### src/rtl/cpu_pkg.sv
// Shared types and constants for the instruction/data memory arbiter.
//   arb_state_t : arbiter FSM states
//   grant_t     : which requester owns the memory port
//   mem_cmd_t   : latched memory command presented on mem_*
//   pick_grant  : fixed-alternation choice between the two requesters
package cpu_pkg;

    localparam int unsigned TIMEOUT_DEFAULT = 255;
    localparam int unsigned WDT_W           = 16;

    typedef enum logic [1:0] {
        IDLE    = 2'd0,
        BUSY_IF = 2'd1,
        BUSY_D  = 2'd2
    } arb_state_t;

    typedef enum logic {
        IF = 1'b0,
        D  = 1'b1
    } grant_t;

    typedef struct packed {
        logic        we;
        logic [31:0] addr;
        logic [31:0] wdata;
        logic [3:0]  wstrb;
    } mem_cmd_t;

    // On contention the port that did not win last time gets the grant.
    function automatic grant_t pick_grant(input logic if_req, input logic d_req,
                                          input grant_t last);
        grant_t g;
        if (if_req && d_req) begin
            g = (last == IF) ? D : IF;
        end else if (if_req) begin
            g = IF;
        end else begin
            g = D;
        end
        return g;
    endfunction

endpackage

### src/rtl/mem_arb_wdt.sv
// Wait counter for an outstanding memory transaction.
//   clk, rst_n : clock, synchronous active-low reset
//   clr        : force the count to zero (held while the arbiter is idle)
//   en         : count one more cycle of waiting
//   expired    : count has reached TIMEOUT-1
module mem_arb_wdt
    import cpu_pkg::*;
#(
    parameter int unsigned TIMEOUT = TIMEOUT_DEFAULT
) (
    input  logic clk,
    input  logic rst_n,
    input  logic clr,
    input  logic en,
    output logic expired
);

    localparam logic [WDT_W-1:0] TC = WDT_W'(TIMEOUT - 1);

    logic [WDT_W-1:0] cnt;

    always_ff @(posedge clk) begin
        if (!rst_n) begin
            cnt <= '0;
        end else if (clr) begin
            cnt <= '0;
        end else if (en) begin
            cnt <= cnt + 1'b1;
        end
    end

    assign expired = (cnt == TC);

endmodule

### src/rtl/mem_arb.sv
// Two-port arbiter in front of a single memory port: instruction fetch (if_*)
// and data load/store (d_*). One transaction in flight at a time; a
// transaction that gets no mem_ack within TIMEOUT cycles is aborted with err.
//   clk, rst_n                               : clock, synchronous active-low reset
//   if_req/if_addr -> if_ack/if_rdata        : fetch port
//   d_req/d_we/d_addr/d_wdata/d_wstrb
//                   -> d_ack/d_rdata         : data port
//   err                                      : accompanies an ack that was a timeout
//   mem_req/mem_we/mem_addr/mem_wdata/mem_wstrb, mem_ack/mem_rdata : memory port
//
// state   | meaning
// IDLE    | no transaction; grant on any request
// BUSY_IF | fetch transaction outstanding on memory port
// BUSY_D  | data transaction outstanding on memory port
module mem_arb
    import cpu_pkg::*;
#(
    parameter int unsigned TIMEOUT = TIMEOUT_DEFAULT
) (
    input  logic        clk,
    input  logic        rst_n,

    input  logic        if_req,
    input  logic [31:0] if_addr,
    output logic        if_ack,
    output logic [31:0] if_rdata,

    input  logic        d_req,
    input  logic        d_we,
    input  logic [31:0] d_addr,
    input  logic [31:0] d_wdata,
    input  logic [3:0]  d_wstrb,
    output logic        d_ack,
    output logic [31:0] d_rdata,

    output logic        err,

    output logic        mem_req,
    output logic        mem_we,
    output logic [31:0] mem_addr,
    output logic [31:0] mem_wdata,
    output logic [3:0]  mem_wstrb,
    input  logic        mem_ack,
    input  logic [31:0] mem_rdata
);

    arb_state_t state, state_nxt;
    grant_t     last_grant, last_grant_nxt;
    mem_cmd_t   cmd_q, cmd_nxt;
    logic       mem_req_nxt;
    logic       wdt_clr, wdt_en, wdt_expired;
    logic       done;
    logic [31:0] rdata_out;

    mem_arb_wdt #(
        .TIMEOUT (TIMEOUT)
    ) u_wdt (
        .clk     (clk),
        .rst_n   (rst_n),
        .clr     (wdt_clr),
        .en      (wdt_en),
        .expired (wdt_expired)
    );

    always_ff @(posedge clk) begin
        if (!rst_n) begin
            state      <= IDLE;
            last_grant <= D;
            mem_req    <= 1'b0;
            cmd_q      <= '0;
        end else begin
            state      <= state_nxt;
            last_grant <= last_grant_nxt;
            mem_req    <= mem_req_nxt;
            cmd_q      <= cmd_nxt;
        end
    end

    always_comb begin
        state_nxt      = state;
        last_grant_nxt = last_grant;
        mem_req_nxt    = mem_req;
        cmd_nxt        = cmd_q;
        wdt_clr        = 1'b0;
        wdt_en         = 1'b0;
        done           = 1'b0;
        rdata_out      = 32'h0;
        if_ack         = 1'b0;
        d_ack          = 1'b0;
        if_rdata       = 32'h0;
        d_rdata        = 32'h0;
        err            = 1'b0;

        case (state)
            IDLE: begin
                // mem_ack here belongs to nothing and is deliberately ignored.
                wdt_clr = 1'b1;
                if (if_req || d_req) begin
                    mem_req_nxt = 1'b1;
                    if (pick_grant(if_req, d_req, last_grant) == IF) begin
                        state_nxt      = BUSY_IF;
                        last_grant_nxt = IF;
                        cmd_nxt.we     = 1'b0;
                        cmd_nxt.addr   = if_addr;
                        cmd_nxt.wdata  = 32'h0;
                        cmd_nxt.wstrb  = 4'h0;
                    end else begin
                        state_nxt      = BUSY_D;
                        last_grant_nxt = D;
                        cmd_nxt.we     = d_we;
                        cmd_nxt.addr   = d_addr;
                        cmd_nxt.wdata  = d_wdata;
                        cmd_nxt.wstrb  = d_wstrb;
                    end
                end
            end

            BUSY_IF, BUSY_D: begin
                wdt_en = ~mem_ack;
                // A real ack wins over a timeout landing in the same cycle.
                done   = mem_ack | wdt_expired;
                if (done) begin
                    state_nxt   = IDLE;
                    mem_req_nxt = 1'b0;
                    err         = ~mem_ack;
                    rdata_out   = mem_ack ? mem_rdata : 32'h0;
                    if (state == BUSY_IF) begin
                        if_ack   = 1'b1;
                        if_rdata = rdata_out;
                    end else begin
                        d_ack    = 1'b1;
                        d_rdata  = rdata_out;
                    end
                end
            end

            default: begin
                state_nxt   = IDLE;
                mem_req_nxt = 1'b0;
            end
        endcase
    end

    assign mem_we    = cmd_q.we;
    assign mem_addr  = cmd_q.addr;
    assign mem_wdata = cmd_q.wdata;
    assign mem_wstrb = cmd_q.wstrb;

endmodule

### config.mk
export PLATFORM = sky130hd
export DESIGN_NAME = mem_arb
export DESIGN_NICKNAME = d
export VERILOG_FILES = /design/src/rtl/cpu_pkg.sv /design/src/rtl/mem_arb_wdt.sv /design/src/rtl/mem_arb.sv
export SDC_FILE = /design/constraint.sdc
export NUM_CORES = 1
export LEC_CHECK = 0
export CAP_MARGIN = 10
export CELL_PAD_IN_SITES_DETAIL_PLACEMENT = 0
export CELL_PAD_IN_SITES_GLOBAL_PLACEMENT = 1
export CORE_ASPECT_RATIO = 0.5
export CORE_MARGIN = 5
export CORE_UTILIZATION = 26
export DETAILED_ROUTE_END_ITERATION = 12
export GPL_TIMING_DRIVEN = 0
export PLACE_DENSITY_LB_ADDON = 0.1
export REMOVE_ABC_BUFFERS = 1
export SLEW_MARGIN = 20
export SYNTH_ARGS = -nofsm -noshare
export SYNTH_HDL_FRONTEND = slang
export SYNTH_SLANG_ARGS = --single-unit
### constraint.sdc
create_clock -name clk -period 4.62 [get_ports clk]
set_clock_uncertainty 0.2 [all_clocks]
set_input_delay 1.386 -clock clk [delete_from_list [all_inputs] [get_ports clk]]
set_output_delay 1.386 -clock clk [all_outputs]
set_load 0.02 [all_outputs]
==> Yosys cells after proc, flatten, opt, wreduce, memory -nomap -nowiden <==
Cells that the tools add are included.
{ "op_classes": {"add_sub_neg": 1, "eq_ne": 5, "muxes": 31, "bitwise": 3, "reduce_logical": 7} }
{ "op_table": {"columns": ["operator", "n"], "rows": [
  ["2-to-1 mux 32 bit", 7],
  ["2-to-1 mux 69 bit", 1],
  ["2-to-1 mux 1 bit", 18],
  ["adder 16 x 1 -> 16 bit, second input constant", 1],
  ["== test 16 x 8 -> 1 bit, second input constant", 1],
  ["2-to-1 mux 2 bit", 3],
  ["!= test 2 bit, second input constant", 2],
  ["one-hot mux 2 bit (2 select lines)", 1],
  ["AND reduction 2 bit", 2],
  ["OR reduction 2 bit", 2],
  ["== test 2 x 1 -> 1 bit, second input constant", 1],
  ["== test 2 bit, second input constant", 1],
  ["logical NOT 2 bit", 1],
  ["NOT 1 bit", 2],
  ["one-hot mux 1 bit (2 select lines)", 1],
  ["logical AND 1 bit", 1],
  ["logical OR 1 bit", 1],
  ["bitwise OR 1 bit", 1]
]} }
{ "word_totals": {"regBits": 89, "input_bits": 138, "wordCells": 55} }

==> Depth between registers and ports, before layout <==
{ "logic_depth": {"word_depth": 7, "depth_mapped": 8, "mapped_depth_nobuf": 6} }

==> Modules after synthesis <==
A second synthesis with hierarchy kept.
{ "hier_totals": {"hier_cells": 502, "hier_area_um2": 4078.9} }
{ "by_module_without_submodules": {"columns": ["mod", "n_inst", "cells_each", "area_per_inst_um2", "seq_area_each_um2"], "rows": [
  ["mem_arb", 1, 410, 3269.4, 1461.4],
  ["mem_arb_wdt", 1, 92, 809.5, 320.3]
]} }

==> Least setup slack after synthesis <==
OpenSTA, ideal clock, no wires.
{ "synth_timing": {"path_kind": "input -> output", "startpoint": "input mem_ack", "endpoint": "output if_rdata[10]", "arrival_time_ps": 2181, "setup_slack_ps": 853, "path_stages": 4, "path_cell_list": "clkbuf_8 -> clkbuf_1 -> nand2_1 -> nor2_1"} }
{ "synth_via": {"elab_chain_len": 4, "elab_cells_between_ends": 5} }
{ "synth_lines": {"columns": ["item", "line", "source"], "rows": [
  ["start: declaration", "mem_arb.sv:43", "input logic mem_ack,"],
  ["2-to-1 mux 32 bit", "mem_arb.sv:126", "rdata_out = mem_ack ? mem_rdata : 32'h0;"],
  ["2-to-1 mux 32 bit", "mem_arb.sv:127", "if (state == BUSY_IF) begin"],
  ["2-to-1 mux 32 bit (*)", "mem_arb.sv:122", "if (done) begin"],
  ["2-to-1 mux 32 bit (*)", "mem_arb.sv:94", "case (state)"],
  ["end: declaration", "mem_arb.sv:26", "output logic [31:0] if_rdata,"]
]} }
Every way passes the cells marked *; elsewhere a longest branch is shown, timed or not.

==> Worst setup path in the final report <==
{ "layout_timing": {"startpoint": "input mem_ack", "endpoint": "output d_rdata[5]"} }
{ "layout_via": {"elab_chain_len": 4, "elab_cells_between_ends": 5} }
{ "layout_lines": {"columns": ["item", "line", "source"], "rows": [
  ["2-to-1 mux 32 bit", "mem_arb.sv:126", null],
  ["2-to-1 mux 32 bit", "mem_arb.sv:127", null],
  ["2-to-1 mux 32 bit (*)", "mem_arb.sv:122", null],
  ["2-to-1 mux 32 bit (*)", "mem_arb.sv:94", null],
  ["end: declaration", "mem_arb.sv:34", "output logic [31:0] d_rdata,"]
]} }
Marked as above.

==> impl_metrics.json <==
{
  "busiest_layer": "met2",
  "drt_first_pass_iters": 4,
  "r2r_end": "u_wdt.cnt[15]",
  "grt_util_met3_pct": 6.607,
  "utilization_pct": 48.18,
  "grt_use_met1_pct": 16.63,
  "setup_tns_ns": 0,
  "clockBufferDepth": 2,
  "synth_top_area_share_pct": 43.99,
  "ys_ff_latch": 89,
  "place.gp.congestion": 0.7143,
  "leakage_nw": 2.781,
  "start_kind": "input port",
  "ys.flop_type": "dfxtp_1",
  "grt_pass1_wl_um": 22250,
  "dieHeight_um": 98.26,
  "syn_area_per_cell_sq_um": 8.232,
  "synth_area_leaders": "dfxtp_1, nor2_1, mux2i_1",
  "power_density_nw_per_um2": 326.9,
  "die_area_sq_um": 18330,
  "wl_per_cell_um": 14.79,
  "synthCells": 492,
  "fp-row-count": 32,
  "dp_hpwl_um": 10720,
  "stdcell_count": 954,
  "syn2layout_area_growth_pct": 82.42,
  "fmax_ghz": 0.2240,
  "yosysTopAreaCell": "dfxtp_1",
  "antenna_found_initial": 0,
  "final_max_slew_viol_count": 0,
  "async_reset_ff_share_pct": 0,
  "clock_sinks": 89,
  "viasPerCell": 4.526,
  "htreeDepth": 3,
  "critPathArrivalTime_ns": 2.88,
  "design.core.area_sq_um": 15330,
  "cts_tree": "built",
  "synth_cell_types": 38,
  "worst-path-max-fanout": 37,
  "cap_violations": 0,
  "antenna_left": 0,
  "final_hold_viol_count": 0,
  "die_w_um": 186.5,
  "place_inst": 938,
  "rsz0062_at_grt": "false",
  "min_path_cells": 2,
  "crit-reg2reg-launch": "state[0]",
  "first_iter_violations": 192,
  "start_util_pct": 26.41,
  "finalCritPeriodShare_pct": 96.62,
  "required_ns": 3.03,
  "synth_edf_count": 0,
  "num_vias": 4318,
  "final_nets": 887,
  "diodes": 0,
  "power_mw": 2.415,
  "ys_warn_count": 0,
  "r2r_cells": 6,
  "vdd_ir_drop_max_v": 0.0001587,
  "port_buffers": 274,
  "endpoint_kind": "output pin",
  "fin_crit_ns": 4.464,
  "io_pins": 275,
  "cts-root-buf": "clkbuf_16",
  "status": "finished, final reports clean",
  "grt_max_degree": 73,
  "grt-ovfl-total": 0,
  "relSlewSlack_pct": 48.37,
  "grt_pass1_vias": 4320,
  "clock_latency_ns": 0.34,
  "yosysSeqAreaShare_pct": 43.99,
  "grt.met2_usage_pct": 25.89,
  "fillers": 1504,
  "worstHoldStart": "mem_req",
  "min_delay_worst_endpoint": "mem_req",
  "setup.worst_path.class": "input port to output pin",
  "r2r_slack_ns": 2.27,
  "setup_viol": 0,
  "track_usage_pct": 14.74,
  "drcViolationCount": 0,
  "wl_um": 14110,
  "synth_area_sq_um": 4050,
  "clk_transition_reported_paths_ns": 0.07,
  "hold_class": "flop to flop",
  "layout-drive-gt1-share_pct": 5.467,
  "tightest_slew_ns": 0.7745,
  "cts_buffers": 9
}
-- how the worst max path moves through the flow --
stage	cells after the start	slack, ns	endpoint	startpoint
after floorplan	4	-1.11	mem_addr[0]	d_req
after global placement	5	-3.21	mem_addr[29]	d_req
after detailed placement	4	0.10	err	mem_ack
after CTS	4	0.1	err	mem_ack
after global routing	4	0.03	if_ack	mem_ack
final	4	0.16	d_rdata[5]	mem_ack
-- through the flow --
stage / cell area, sq um / worst slack [ns] / hold WS, ns
after detailed placement: 7066 / 0.1049 / 0.2725
after CTS: 7383 / 0.09547 / 0.2825
final: 7388 / 0.1562 / 0.2817
after global placement: 6890 / -3.209 / 0.2626
after floorplan: 3892 / -1.110 / 0.2534
after global routing: 7388 / 0.02759 / 0.3098
-- flip-flops by register name (all words and copies together), names as in the netlist --
signal / flops
mem_we: 1
mem_wstrb: 4
last_grant: 1
state: 2
mem_wdata: 32
mem_req: 1
u_wdt.cnt: 16
mem_addr: 32
-- layer usage --
layer	vias to the layer above	part of all wire, %
li1	2205	-
met2	154	48
met3	15	8.6
met5	-	0
met1	1944	42
met4	0	1.2
-- layout by cell type, fill, tap and decap left out, types with 2 or more instances in the layout --
master           instances
ha_1                     4
a21oi_1                  7
nor4_1                   2
nand3_1                  3
nor3_1                   4
nand2_2                  2
nand2_1                 43
or4_4                    2
inv_1                    7
xnor2_1                  7
nor2_1                 146
a211oi_1                33
clkbuf_16                9
o21ai_0                  5
dfxtp_1                 89
o21ai_4                  2
inv_6                    4
or3_1                    6
buf_16                   3
a22oi_1                 37
xor2_1                   2
clkdlybuf4s50_1        273
mux2i_1                 32
nand4_1                  2
buf_8                    2
-- power by group --
group          leakage, nW  internal (mW)  switching [mW]  total [mW]
Combinational         1.90          0.374           0.390       0.763
Sequential           0.730          0.838          0.0363       0.875
Clock                0.156          0.436           0.342       0.777
-- critical path, stage by stage --
cell and delay (ns):
buf_2 0.52, nand2_1 0.17, nor2_1 0.16, clkdlybuf4s50_1 0.63
-- cell usage after synthesis, types with 3 or more instances --
cell type and n:
nand3_1 3, a21oi_1 7, a22oi_1 37, xnor2_1 7, dfxtp_1 89, o21ai_0 7, inv_1 7, clkbuf_1 31
a211oi_1 34, buf_2 4, nor3_1 4, nor2_1 147, nand2_1 44, or3_1 6, ha_1 4, mux2i_1 32
-- timing repair --
action	CTS	global route
hold endpoints to repair	0	0
hold buffers	0	0
setup endpoints to repair	0	1
setup buffers	0	0
gates resized for setup	0	1
-- area by class of cell --
class | count | area, sq um | area share [%]
Timing Repair Buffer | 280 | 2870 | 38.85
Tap cell | 204 | 255.2 | 3.455
Multi-Input combinational cell | 357 | 2131 | 28.84
Clock inverter | 7 | 92.59 | 1.253
Sequential cell | 89 | 1782 | 24.12
Inverter | 8 | 32.53 | 0.4403
Clock buffer | 9 | 225.2 | 3.048
-- cell families (layout without fill, tap and decap cells) --
group / count (synthesis) / in the layout / share of synthesized area (%)
AOI/OAI and AO/OA: 90 / 90 / 16.25
xor gates and xnor gates: 9 / 9 / 1.946
adders and majority gates: 4 / 4 / 1.236
buffers and inverters: 46 / 304 / 4.634
DFF: 89 / 89 / 43.99
muxes: 32 / 32 / 7.909
and+or+nand+nor: 222 / 222 / 24.03
(Power assumes the default switching activity.)
